<file path="src/rtl/eeprom_pkg.sv">
// Shared definitions for the EEPROM write/verify sequencer and the iic_com byte engine.
package eeprom_pkg;

  localparam logic [1:0] CMD_IDLE = 2'b00;
  localparam logic [1:0] CMD_WR   = 2'b01;
  localparam logic [1:0] CMD_RD   = 2'b10;

  typedef enum logic [2:0] {
    ST_IDLE,
    ST_WR_REQ,
    ST_TWR_WAIT,
    ST_RD_REQ,
    ST_CHECK,
    ST_FINISH
  } state_e;

endpackage

</file>
<file path="src/rtl/eeprom_twr_timer.sv">
// Loadable 32-bit down-counter that parks at zero; used to space commands by the EEPROM write-cycle time.
module eeprom_twr_timer (
  input  logic        clk_i,
  input  logic        rst_i,
  input  logic        load_i,
  input  logic [31:0] load_val_i,
  output logic        zero_o
);

  logic [31:0] cnt_q, cnt_d;

  always_comb begin
    cnt_d = cnt_q;
    if (load_i) begin
      cnt_d = load_val_i;
    end else if (cnt_q != '0) begin
      cnt_d = cnt_q - 32'd1;
    end
  end

  always_ff @(posedge clk_i or posedge rst_i) begin
    if (rst_i) begin
      cnt_q <= '0;
    end else begin
      cnt_q <= cnt_d;
    end
  end

  assign zero_o = (cnt_q == '0);

endmodule

</file>
<file path="src/rtl/eeprom_seq.sv">
// Writes an incrementing pattern to a 24C-series EEPROM through iic_com, then reads it back and
// reports pass/fail, mismatch count, first failing address and the last byte read.
module eeprom_seq
  import eeprom_pkg::*;
#(
  parameter int unsigned CLK_FREQ_HZ = 200_000_000,
  parameter int unsigned TWR_US      = 5,
  parameter int unsigned NUM_BYTES   = 16,
  parameter logic [7:0]  BASE_ADDR   = 8'h00,
  parameter logic [7:0]  SEED        = 8'h12
) (
  input  logic       CLK,
  input  logic       RST,
  input  logic       Go,
  output logic       Busy,
  output logic       Done,
  output logic       Pass,
  output logic [7:0] Err_Cnt,
  output logic [7:0] Fail_Addr,
  output logic [7:0] Last_Rd,
  output logic [1:0] Start_Sig,
  output logic [7:0] Addr_Sig,
  output logic [7:0] WrData,
  input  logic [7:0] RdData,
  input  logic       Done_Sig
);

  localparam int unsigned TWR_CYC  = CLK_FREQ_HZ / 1_000_000 * TWR_US;
  localparam logic [31:0] TWR_LOAD = (TWR_CYC == 0) ? '0 : 32'(TWR_CYC - 1);
  localparam logic [7:0]  LAST_IDX = 8'(NUM_BYTES - 1);

  state_e     state_q, state_d;
  logic [7:0] idx_q, idx_d;
  logic [1:0] start_q, start_d;
  logic [7:0] addr_q, addr_d;
  logic [7:0] wrdata_q, wrdata_d;
  logic [7:0] last_rd_q, last_rd_d;
  logic [7:0] err_q, err_d;
  logic [7:0] fail_q, fail_d;
  logic       busy_q, busy_d;
  logic       done_q, done_d;
  logic       pass_q, pass_d;
  logic       tmr_load;
  logic       tmr_zero;
  logic [7:0] exp_data;

  eeprom_twr_timer u_twr_timer (
    .clk_i      (CLK),
    .rst_i      (RST),
    .load_i     (tmr_load),
    .load_val_i (TWR_LOAD),
    .zero_o     (tmr_zero)
  );

  assign exp_data = SEED + idx_q;

  always_comb begin
    state_d   = state_q;
    idx_d     = idx_q;
    start_d   = start_q;
    addr_d    = addr_q;
    wrdata_d  = wrdata_q;
    last_rd_d = last_rd_q;
    err_d     = err_q;
    fail_d    = fail_q;
    busy_d    = busy_q;
    done_d    = 1'b0;
    pass_d    = pass_q;
    tmr_load  = 1'b0;

    // Start_Sig is registered and set together with the state it belongs to,
    // so it only ever changes on a state transition.
    unique case (state_q)
      ST_IDLE: begin
        if (Go) begin
          idx_d    = '0;
          err_d    = '0;
          pass_d   = 1'b0;
          fail_d   = 8'hFF;
          addr_d   = BASE_ADDR;
          wrdata_d = SEED;
          start_d  = CMD_WR;
          busy_d   = 1'b1;
          state_d  = ST_WR_REQ;
        end
      end
      ST_WR_REQ: begin
        if (Done_Sig) begin
          start_d  = CMD_IDLE;
          tmr_load = 1'b1;
          state_d  = ST_TWR_WAIT;
        end
      end
      ST_TWR_WAIT: begin
        if (tmr_zero) begin
          if (idx_q == LAST_IDX) begin
            idx_d   = '0;
            start_d = CMD_RD;
            state_d = ST_RD_REQ;
          end else begin
            idx_d   = idx_q + 8'd1;
            start_d = CMD_WR;
            state_d = ST_WR_REQ;
          end
          addr_d   = BASE_ADDR + idx_d;
          wrdata_d = SEED + idx_d;
        end
      end
      ST_RD_REQ: begin
        if (Done_Sig) begin
          last_rd_d = RdData;
          start_d   = CMD_IDLE;
          state_d   = ST_CHECK;
        end
      end
      ST_CHECK: begin
        if (last_rd_q != exp_data) begin
          if (err_q != 8'hFF) err_d = err_q + 8'd1;
          if (err_q == '0)    fail_d = addr_q;
        end
        if (idx_q == LAST_IDX) begin
          done_d  = 1'b1;
          pass_d  = (err_d == '0);
          state_d = ST_FINISH;
        end else begin
          idx_d   = idx_q + 8'd1;
          addr_d  = BASE_ADDR + idx_d;
          start_d = CMD_RD;
          state_d = ST_RD_REQ;
        end
      end
      ST_FINISH: begin
        busy_d  = 1'b0;
        state_d = ST_IDLE;
      end
      default: state_d = ST_IDLE;
    endcase
  end

  always_ff @(posedge CLK or posedge RST) begin
    if (RST) begin
      state_q   <= ST_IDLE;
      idx_q     <= '0;
      start_q   <= CMD_IDLE;
      addr_q    <= '0;
      wrdata_q  <= '0;
      last_rd_q <= '0;
      err_q     <= '0;
      fail_q    <= 8'hFF;
      busy_q    <= 1'b0;
      done_q    <= 1'b0;
      pass_q    <= 1'b0;
    end else begin
      state_q   <= state_d;
      idx_q     <= idx_d;
      start_q   <= start_d;
      addr_q    <= addr_d;
      wrdata_q  <= wrdata_d;
      last_rd_q <= last_rd_d;
      err_q     <= err_d;
      fail_q    <= fail_d;
      busy_q    <= busy_d;
      done_q    <= done_d;
      pass_q    <= pass_d;
    end
  end

  assign Start_Sig = start_q;
  assign Addr_Sig  = addr_q;
  assign WrData    = wrdata_q;
  assign Last_Rd   = last_rd_q;
  assign Err_Cnt   = err_q;
  assign Fail_Addr = fail_q;
  assign Busy      = busy_q;
  assign Done      = done_q;
  assign Pass      = pass_q;

endmodule

</file>
<file path="config.mk">
export PLATFORM = sky130hd
export DESIGN_NAME = eeprom_seq
export DESIGN_NICKNAME = d
export VERILOG_FILES = /design/src/rtl/eeprom_pkg.sv /design/src/rtl/eeprom_twr_timer.sv /design/src/rtl/eeprom_seq.sv
export SDC_FILE = /design/constraint.sdc
export NUM_CORES = 1
export LEC_CHECK = 0
export ABC_AREA = 1
export CAP_MARGIN = 15
export CORE_ASPECT_RATIO = 0.75
export CORE_UTILIZATION = 61
export DETAILED_ROUTE_END_ITERATION = 16
export PLACE_DENSITY = 0.86
export SETUP_SLACK_MARGIN = 0.15
export SYNTH_ARGS = -nofsm -noshare
export SYNTH_HDL_FRONTEND = slang
export SYNTH_HIERARCHICAL = 1
export SYNTH_SLANG_ARGS = --single-unit
</file>
<file path="constraint.sdc">
create_clock -name CLK -period 6.07 [get_ports CLK]
set_input_delay 1.214 -clock CLK [delete_from_list [all_inputs] [get_ports CLK]]
set_output_delay 1.214 -clock CLK [all_outputs]
set_load 0.1 [all_outputs]
</file>
; ---- After elaboration in Yosys (flattened, before gate mapping)
; Cells that the tools add are included.
[op_classes]
add_sub_neg = 5
n_mux = 42
eq_ne = 17
reduce_logical = 21
[op_table]
columns = op, n
row1 = $mux 8, 14
row2 = $mux 32, 2
row3 = $pmux 8 s2, 3
row4 = $logic_not 32->1, 1
row5 = $reduce_bool 32->1, 1
row6 = $sub 32x1->32 const B, 1
row7 = $pmux 8 s3, 1
row8 = $add 5x8->8 const A, 2
row9 = $add 8x1->8 const B, 2
row10 = $logic_not 8->1, 2
row11 = $ne 2x2->1 const B, 8
row12 = $mux 3, 5
row13 = $pmux 3 s5, 1
row14 = $mux 2, 6
row15 = $reduce_and 4->1, 3
row16 = $eq 8x4->1 const B, 1
row17 = $ne 8x8->1, 1
row18 = $ne 8x8->1 const B, 1
row19 = $pmux 2 s4, 1
row20 = $reduce_bool 2->1, 4
row21 = $mux 1, 7
row22 = $eq 3x2->1 const B, 2
row23 = $eq 3x3->1 const B, 2
row24 = $reduce_and 2->1, 3
row25 = 9 further kinds, 11
[totals]
out_inout_bits = 45
in_bits = 12
reg_bits = 80
word_cells = 96

; ---- Depth between registers and ports, before layout
; Gate-level depths: netlist of the first run.
[logic_depth]
ltp_word = 7
mapped_depth = 17
depth_no_buf = 17

; ---- Hierarchy
; Netlist of the first run, hierarchy kept.
[modules_own_cells]
columns = module, area_each_um2, cells_per_inst, seq_area_each_um2, instances
row1 = eeprom_seq, 2816.5, 357, 1211.2, 1
row2 = eeprom_twr_timer, 2260.9, 343, 800.8, 1

; ---- Worst setup path after synthesis of the first run
; No wires, ideal clock.
[synth_timing]
kind = register to register
startpoint = reg, netlist name Addr_Sig[1]
endpoint = reg wrdata_q[7], in the netlist WrData[7]
arrival_ps = 2456
n_path_buf = 0
path_slack_ps = 3493
required_ps = 5949
synth_period_minus_slack_ps = 2577
stages_incl_launch_ff = 14
setup_time_ps = 121
cell_sequence = dfrtp_1 ha_1 nand3_1 inv_1 nand4_1 nor2_2 nor2_1 ha_1 nand2_1 nand2_1 nand2_1 o21ai_0 nand3b_1 nand2_1
[synth_lines]
columns = item, line_no
row1 = "end signal, assigned", eeprom_seq.sv:158  ; wrdata_q <= wrdata_d;
row2 = "end, declared", eeprom_seq.sv:36  ; logic [7:0] wrdata_q, wrdata_d;

; ---- Worst setup path after layout of the first run
[layout_timing]
startpoint = reg addr_q[6], in the netlist Addr_Sig[6]
endpoint = out Addr_Sig[6]
[layout_lines]
columns = item, line_no
row1 = "start, declared", eeprom_seq.sv:35  ; logic [7:0] addr_q, addr_d;
row2 = "start signal, assigned", eeprom_seq.sv:157  ; addr_q <= addr_d;
row3 = "end, declared", eeprom_seq.sv:22  ; output logic [7:0] Addr_Sig,
; No word-level cell between the ends.

==> results of run 1 <==
-- cells by family (layout without fill, tap and decap cells) --
kind of cell	Yosys count	after routing	share of synthesized area [%]
muxes	4	4	0.887
and+or+nand+nor	413	413	37.3
AOI/OAI and AO/OA	78	78	8.60
other	2	32	0.148
xor gates and xnor gates	27	27	4.66
buffers and inverters	90	150	7.29
DFF	80	80	39.6
adders and majority gates	6	6	1.48
-- power groups by stage --
stage	Combinational, mW	Sequential [mW]	Clock (mW)
after floorplan	0.829	1.33	0
after CTS	1.61	0.919	0.469
after detailed placement	1.60	0.927	0
after global placement	1.54	0.918	0
final	1.63	0.924	0.467
after global routing	1.76	0.947	0.485
-- tightest hold or removal path: stages, from the launching register on --
cell and delay, ns:
dfstp_2 0.37, nor2_1 0.09, a21oi_1 0.04
-- metal layers --
metal	global-route usage, %	part of all wire (%)	vias to the layer above
met1	43.9	46	2268
li1	-	-	2379
met5	0	0	-
met4	9.86	1.8	0
met3	7.46	8.4	21
met2	50.3	44	222
-- layout make-up --
type / count / area [µm²] / area share, %
Clock buffer: 10 / 128 / 2.11
Clock inverter: 4 / 95.1 / 1.57
Inverter: 78 / 293 / 4.84
Multi-Input combinational cell: 560 / 2810 / 46.5
Sequential cell: 80 / 2010 / 33.3
Tap cell: 105 / 131 / 2.17
Timing Repair Buffer: 58 / 576 / 9.52
-- registers in the layout, indices dropped and copies added, names as in the netlist, 2 cells and up --
register and count:
Fail_Addr 8, Err_Cnt 8, Last_Rd 8, state_q 3, WrData 8, Addr_Sig 8
Start_Sig 2, u_twr_timer/cnt_q 32
-- layout by cell type, fill, tap and decap left out, drive strengths merged, types with 3 or more instances in the layout --
cell type,instances
bufinv,3
clkbuf,10
nor2,113
dfstp,8
o22ai,12
nand4,16
conb,32
a31oi,4
nor3,8
inv,77
xnor2,11
clkdlybuf4s50,56
xor2,16
ha,6
nand2,228
nand3,42
a21oi,13
dfrtp,72
mux2,4
o211ai,3
o21ai,41
-- worst max-delay path by stage --
stage / endpoint / slack (ns) / cells past startpoint
floorplan: WrData[7] / 3.49 / 13
global placement: u_twr_timer/cnt_q[3] / 3.03 / 7
detailed placement: u_twr_timer/cnt_q[18] / 2.91 / 7
CTS: Addr_Sig[0] / 2.72 / 1
global route: Addr_Sig[6] / 2.71 / 1
finish: Addr_Sig[6] / 2.73 / 1
==> key figures, run 1 <==
Run status
  – Status: finished clean

GRT
  – GR Overflow Total: 0
  – Vias in the first global route: 4433
  – Largest net degree at the start of global routing: 49
  – First-pass GRT wire length: between 20000 and 25000 µm
  – Initial antenna violation count: 0
  – Total track usage: between 30% and 40%

Drt
  – Vias: between 4k and 5k
  – Final ANT Viol Nets: 0
  – DRC viols: 0
  – DRT Pass-1 Iters: 7
  – Via density: 5.46
  – Total Wirelength: approximately 13000 µm
  – Avg WL per Cell: 14.8 µm
  – Starting DRT DRC Count: ~480

Clocking
  – Root Driver: clkbuf_8
  – Worst-skew pair later-pin latency: roughly 0.36 ns
  – Post-CTS setup buffer count: 0
  – Post-CTS Resized: 0
  – Sinks on Clock Net: 80
  – Cts bufs inserted: 9
  – TritonCTS clock tree: built
  – CTS HTree Levels: 3
  – Max Buffers Root-to-Sink: 2
  – Hold Buf Count CTS: 0
  – Clk pin slew, worst setup/hold paths: 0.09 ns

Pwr
  – Leakage: ~2.9 nW
  – Internal: between 1 and 1.5 mW
  – Logic gate share of total power: 53.9%
  – Net Sw Frac: 52.3%
  – Power after layout: between 3 and 4 mW
  – Sequential share of power: 30.6%
  – Pwr Density: ~500 nW/µm²
  – Clock power frac: between 15 and 20%
  – Switching Power: roughly 1.6 mW
  – Peak supply drop: between 0.0004 and 0.0005 V

Critical path
  – CP Capture Type: output port
  – R2r setup slk: ~3.4 ns
  – Buf/Inv on CP: 1
  – Req. time, crit path: approximately 4.9 ns
  – Worst stage delay on the critical path: around 1.2 ns
  – Largest delay contributor family on the critical path: buffers and inverters
  – Reg2Reg Depth: 12
  – Crit-path slowest cell: clkdlybuf4s50_1
  – Crit-path max FO: 7
  – Arrival time at the worst endpoint: 2.13 ns
  – Worst reg2reg endpoint: Addr_Sig[2]
  – Startpoint types: flip-flop
  – CP cell instances: clkdlybuf4s50_1
  – RR Startpoint: u_twr_timer/cnt_q[0]
  – Critical path class: flip-flop to output port
  – Crit. Startpoint: Addr_Sig[6]

Timing
  – Worst slew pin tran: 1.03 ns
  – Slew Viols, Final: 0
  – Post-route setup slack: roughly 2.7 ns
  – Clk_skew: ~0.0091 ns
  – Part of the cycle the worst path needs: 55.1%
  – Final Hold Viols: 0
  – Final Critical Period: approximately 3.3 ns
  – Setup TNS: 0 ns
  – # setup viols final: 0
  – Hold_ws: a little over 0.5 ns
  – Slew HR: a little under a third
  – Max frequency: between 200 and 300 MHz
  – RSZ-0062 raised after global routing: false

Synth
  – Post-synth top cells: nand2_1 (214), nor2_1 (87), dfrtp_1 (72), inv_1 (68), nand3_1 (39)
  – Sequential element share of the synthesized area: roughly two fifths
  – Count leader, synth: nand2_1
  – Main synth FF type: dfrtp_1
  – Unique masters post-synth: between 40 and 50
  – Register bit total from synthesis: 80
  – Synthesized cell area: between 5000 and 6000 µm²
  – Syn Area/Cell: ~7.3 µm²
  – Synth Warn #: 6
  – Synth area leader: dfrtp_1
  – Mapped Cells: 700
  – Largest cells by area after synthesis: dfrtp_1 (35%), nand2_1 (16%), nor2_1 (6.4%), inv_1 (5.0%), dfstp_2 (4.1%)
  – FFs w/ async S/R, synth: 100%
  – Yosys top cell area share: a little over a third
  – Post-synth EDFFs: 0

Floorplanning
  – Starting Density: 63.6%
  – Die height: 81.0 µm
  – I/O pin cnt: 57
  – DIE AREA: between 8000 and 9000 µm²
  – Die span in x: 107 µm
  – Row cnt: 28
  – CORE AREA: about 8000 µm²

Worst hold path
  – Hold Path Stages: 2
  – Worst Hold Launch: Fail_Addr[0]
  – Hold endpoint: Fail_Addr[0]
  – Hold/Removal Path Class: flip-flop to flip-flop

Placement
  – Dpl hpwl: about 9700 µm
  – GP Congestion: roughly 0.96
  – Pre-CTS setup slack: 2.91 ns
  – Placed instance count: between 800 and 900
  – Placed Area: around 5800 µm²
  – Port Buffers: 56

Finish
  – Layout net count: between 800 and 900
  – Share of layout cells above drive strength 1: a little over a tenth
  – Final non-filler cell total: ~900
  – Final Instance Area: roughly 6000 µm²
  – Syn-to-layout area delta: 19.1%
  – Ant diodes: 0
  – Final Util: roughly 76%
  – FILL cells: 593

Run
  – Max cap viols: 0
Note: power is estimated with default switching activity, not from simulation.
==> run 2: changes to the inputs <==
--- a/config.mk
+++ b/config.mk
@@ -8,9 +8,9 @@
 export ABC_AREA = 1
 export CAP_MARGIN = 15
 export CORE_ASPECT_RATIO = 0.75
-export CORE_UTILIZATION = 61
+export CORE_UTILIZATION = 52
 export DETAILED_ROUTE_END_ITERATION = 16
-export PLACE_DENSITY = 0.86
+export PLACE_DENSITY = 0.78
 export SETUP_SLACK_MARGIN = 0.15
 export SYNTH_ARGS = -nofsm -noshare
 export SYNTH_HDL_FRONTEND = slang
==> constraint.sdc (replaced) <==
create_clock -name CLK -period 2.68 [get_ports CLK]
set_input_delay 0.536 -clock CLK [delete_from_list [all_inputs] [get_ports CLK]]
set_output_delay 0.536 -clock CLK [all_outputs]
set_load 0.1 [all_outputs]
==> key figures, run 2 (synthesis gave the netlist of run 1 again) <==
Run status
  – Status: finished clean

Finish
  – Syn-to-layout area delta: 19.7%
  – Largest Register: u_twr_timer/cnt_q
  – Area occupied by multi-input gates: roughly 2800 µm²
  – Final Util: between 60% and 70%
  – Share of layout cells above drive strength 1: ~18%
  – FILL cells: 815
  – Register Area: between 2000 and 2500 µm²
  – Commonest cells after routing, fill and taps aside: nand2_1 (214), nor2_1 (87), dfrtp_1 (70)
  – Ant diodes: 0
  – Max reg flops: 32
  – Commonest non-fill, non-tap cell in the layout: nand2_1
  – Layout net count: 812

Drt
  – Final ANT Viol Nets: 0
  – Via density: between 5 and 6
  – Vias: around 4.8k
  – Avg WL per Cell: about 14 µm
  – DRT Pass-1 Iters: 5
  – Starting DRT DRC Count: ~410
  – Total Wirelength: around 13000 µm
  – DRC viols: 0

Worst hold path
  – Worst Hold Launch: u_twr_timer/cnt_q[0]
  – Hold/Removal Path Class: flip-flop to flip-flop

Clocking
  – TritonCTS clock tree: built
  – Hold Buf Count CTS: 0
  – Worst-skew pair later-pin latency: 0.34 ns
  – Clk pin slew, worst setup/hold paths: 0.06 ns
  – Root Driver: clkbuf_16
  – CTS HTree Levels: 3
  – Max Buffers Root-to-Sink: 2
  – Sinks on Clock Net: 80
  – Cts bufs inserted: 9

Placement
  – Port Buffers: 56
  – GP Congestion: between 0.8 and 0.9
  – Pre-CTS setup slack: between 0.2 and 0.25 ns
  – Dpl hpwl: between 9000 and 10000 µm

Timing
  – Slew HR: a little over 60%
  – Final Hold Viols: 0
  – Post-route setup slack: 0.321 ns
  – Final Critical Period: approximately 2.4 ns
  – Setup TNS: 0 ns
  – Max frequency: 424 MHz
  – Clk_skew: ~0.0075 ns
  – Slew Viols, Final: 0
  – Part of the cycle the worst path needs: 88.0%
  – Worst slew pin tran: 0.572 ns
  – # setup viols final: 0
  – RSZ-0062 raised after global routing: false

Critical path
  – Crit. Startpoint: u_twr_timer/cnt_q[0]
  – R2r setup slk: 0.32 ns
  – Arrival time at the worst endpoint: between 2 and 3 ns
  – Critical path class: flip-flop to flip-flop
  – Req. time, crit path: roughly 2.9 ns
  – Worst reg2reg endpoint: Addr_Sig[7]
  – Crit-path max FO: 6
  – Reg2Reg Depth: 11
  – RR Startpoint: u_twr_timer/cnt_q[0]
  – Startpoint types: flip-flop
  – CP Capture Type: flip-flop
  – End point of the critical path: Addr_Sig[7]

GRT
  – GR Overflow Total: 0
  – First-pass GRT wire length: 21000 µm
  – Initial antenna violation count: 0
  – Largest net degree at the start of global routing: 37
  – Total track usage: between 20% and 30%
  – Vias in the first global route: between 4k and 5k

Run
  – Max cap viols: 0

Floorplanning
  – DIE AREA: around 10000 µm²
  – Die span in x: approximately 120 µm
  – Starting Density: a little over half
  – Row cnt: 30
  – I/O pin cnt: 57
  – CORE AREA: just over 9000 µm²
  – Die height: around 88 µm

Pwr
  – Power after layout: 6.82 mW
  – Peak supply drop: 0.000876 V
  – Leakage: between 2 and 3 nW
  – Pwr Density: between 1000 and 1500 nW/µm²
==> run 2: how the worst min path moves through the flow <==
stage | to | slack (ns) | cells past startpoint
finish | u_twr_timer/cnt_q[0] | 0.50 | 2
global placement | u_twr_timer/cnt_q[0] | 0.47 | 2
floorplan | u_twr_timer/cnt_q[0] | 0.46 | 2
CTS | u_twr_timer/cnt_q[0] | 0.51 | 2
global route | Fail_Addr[3] | 0.54 | 2
detailed placement | u_twr_timer/cnt_q[0] | 0.49 | 2
==> run 2: per-stage QoR <==
| step | hold slack, ns | area, µm² | instances |
|---|---|---|---|
| 5_1_grt | 0.537 | 6080 | 926 |
| 3_3_place_gp | 0.475 | 5790 | 909 |
| 6_report | 0.501 | 6080 | 926 |
| 3_5_place_dp | 0.492 | 5790 | 909 |
| 4_1_cts | 0.506 | 6040 | 924 |
| 2_1_floorplan | 0.458 | 5190 | 730 |
==> run 2: repair_timing <==
action,4_1_cts,5_1_grt
gates resized for setup,0,5
buffers inserted,0,1
endpoints found under the setup margin,0,18
==> run 2: metal layers <==
metal	up-vias	GRT usage [%]	share of wire [%]	wire, µm
li1	2389	-	-	-
met1	2195	39.7	48	6270
met2	187	39.2	43	5540
met3	12	7.68	8.0	1040
met4	0	6.18	0.99	129
met5	-	0	0	0
==> run 2: worst max-delay path: stages, from the launching register on <==
cell and delay [ns]:
dfrtp_1 0.38, inv_1 0.10, ha_2 0.26, nand3_1 0.17, nor2_1 0.19, nand2_1 0.09, nor3_2 0.20, o32ai_1 0.14
a21oi_1 0.23, inv_1 0.16, nor2_4 0.18, o22ai_1 0.10
==> run 2: power by group <==
part           internal (mW)  switching [mW]
clock network          0.622           0.456
logic                   1.00            2.63
registers               1.64           0.468
total                   3.26            3.56
==> run 2: layout make-up <==
cell class	instances	share of cell area, %
multi-input combinational	560	46.6
inverter	78	4.88
clock buffer	14	4.01
tap	128	2.64
sequential	80	33.1
timing repair inverter	1	0.0824
timing repair buffer	64	8.56
clock inverter	1	0.0824
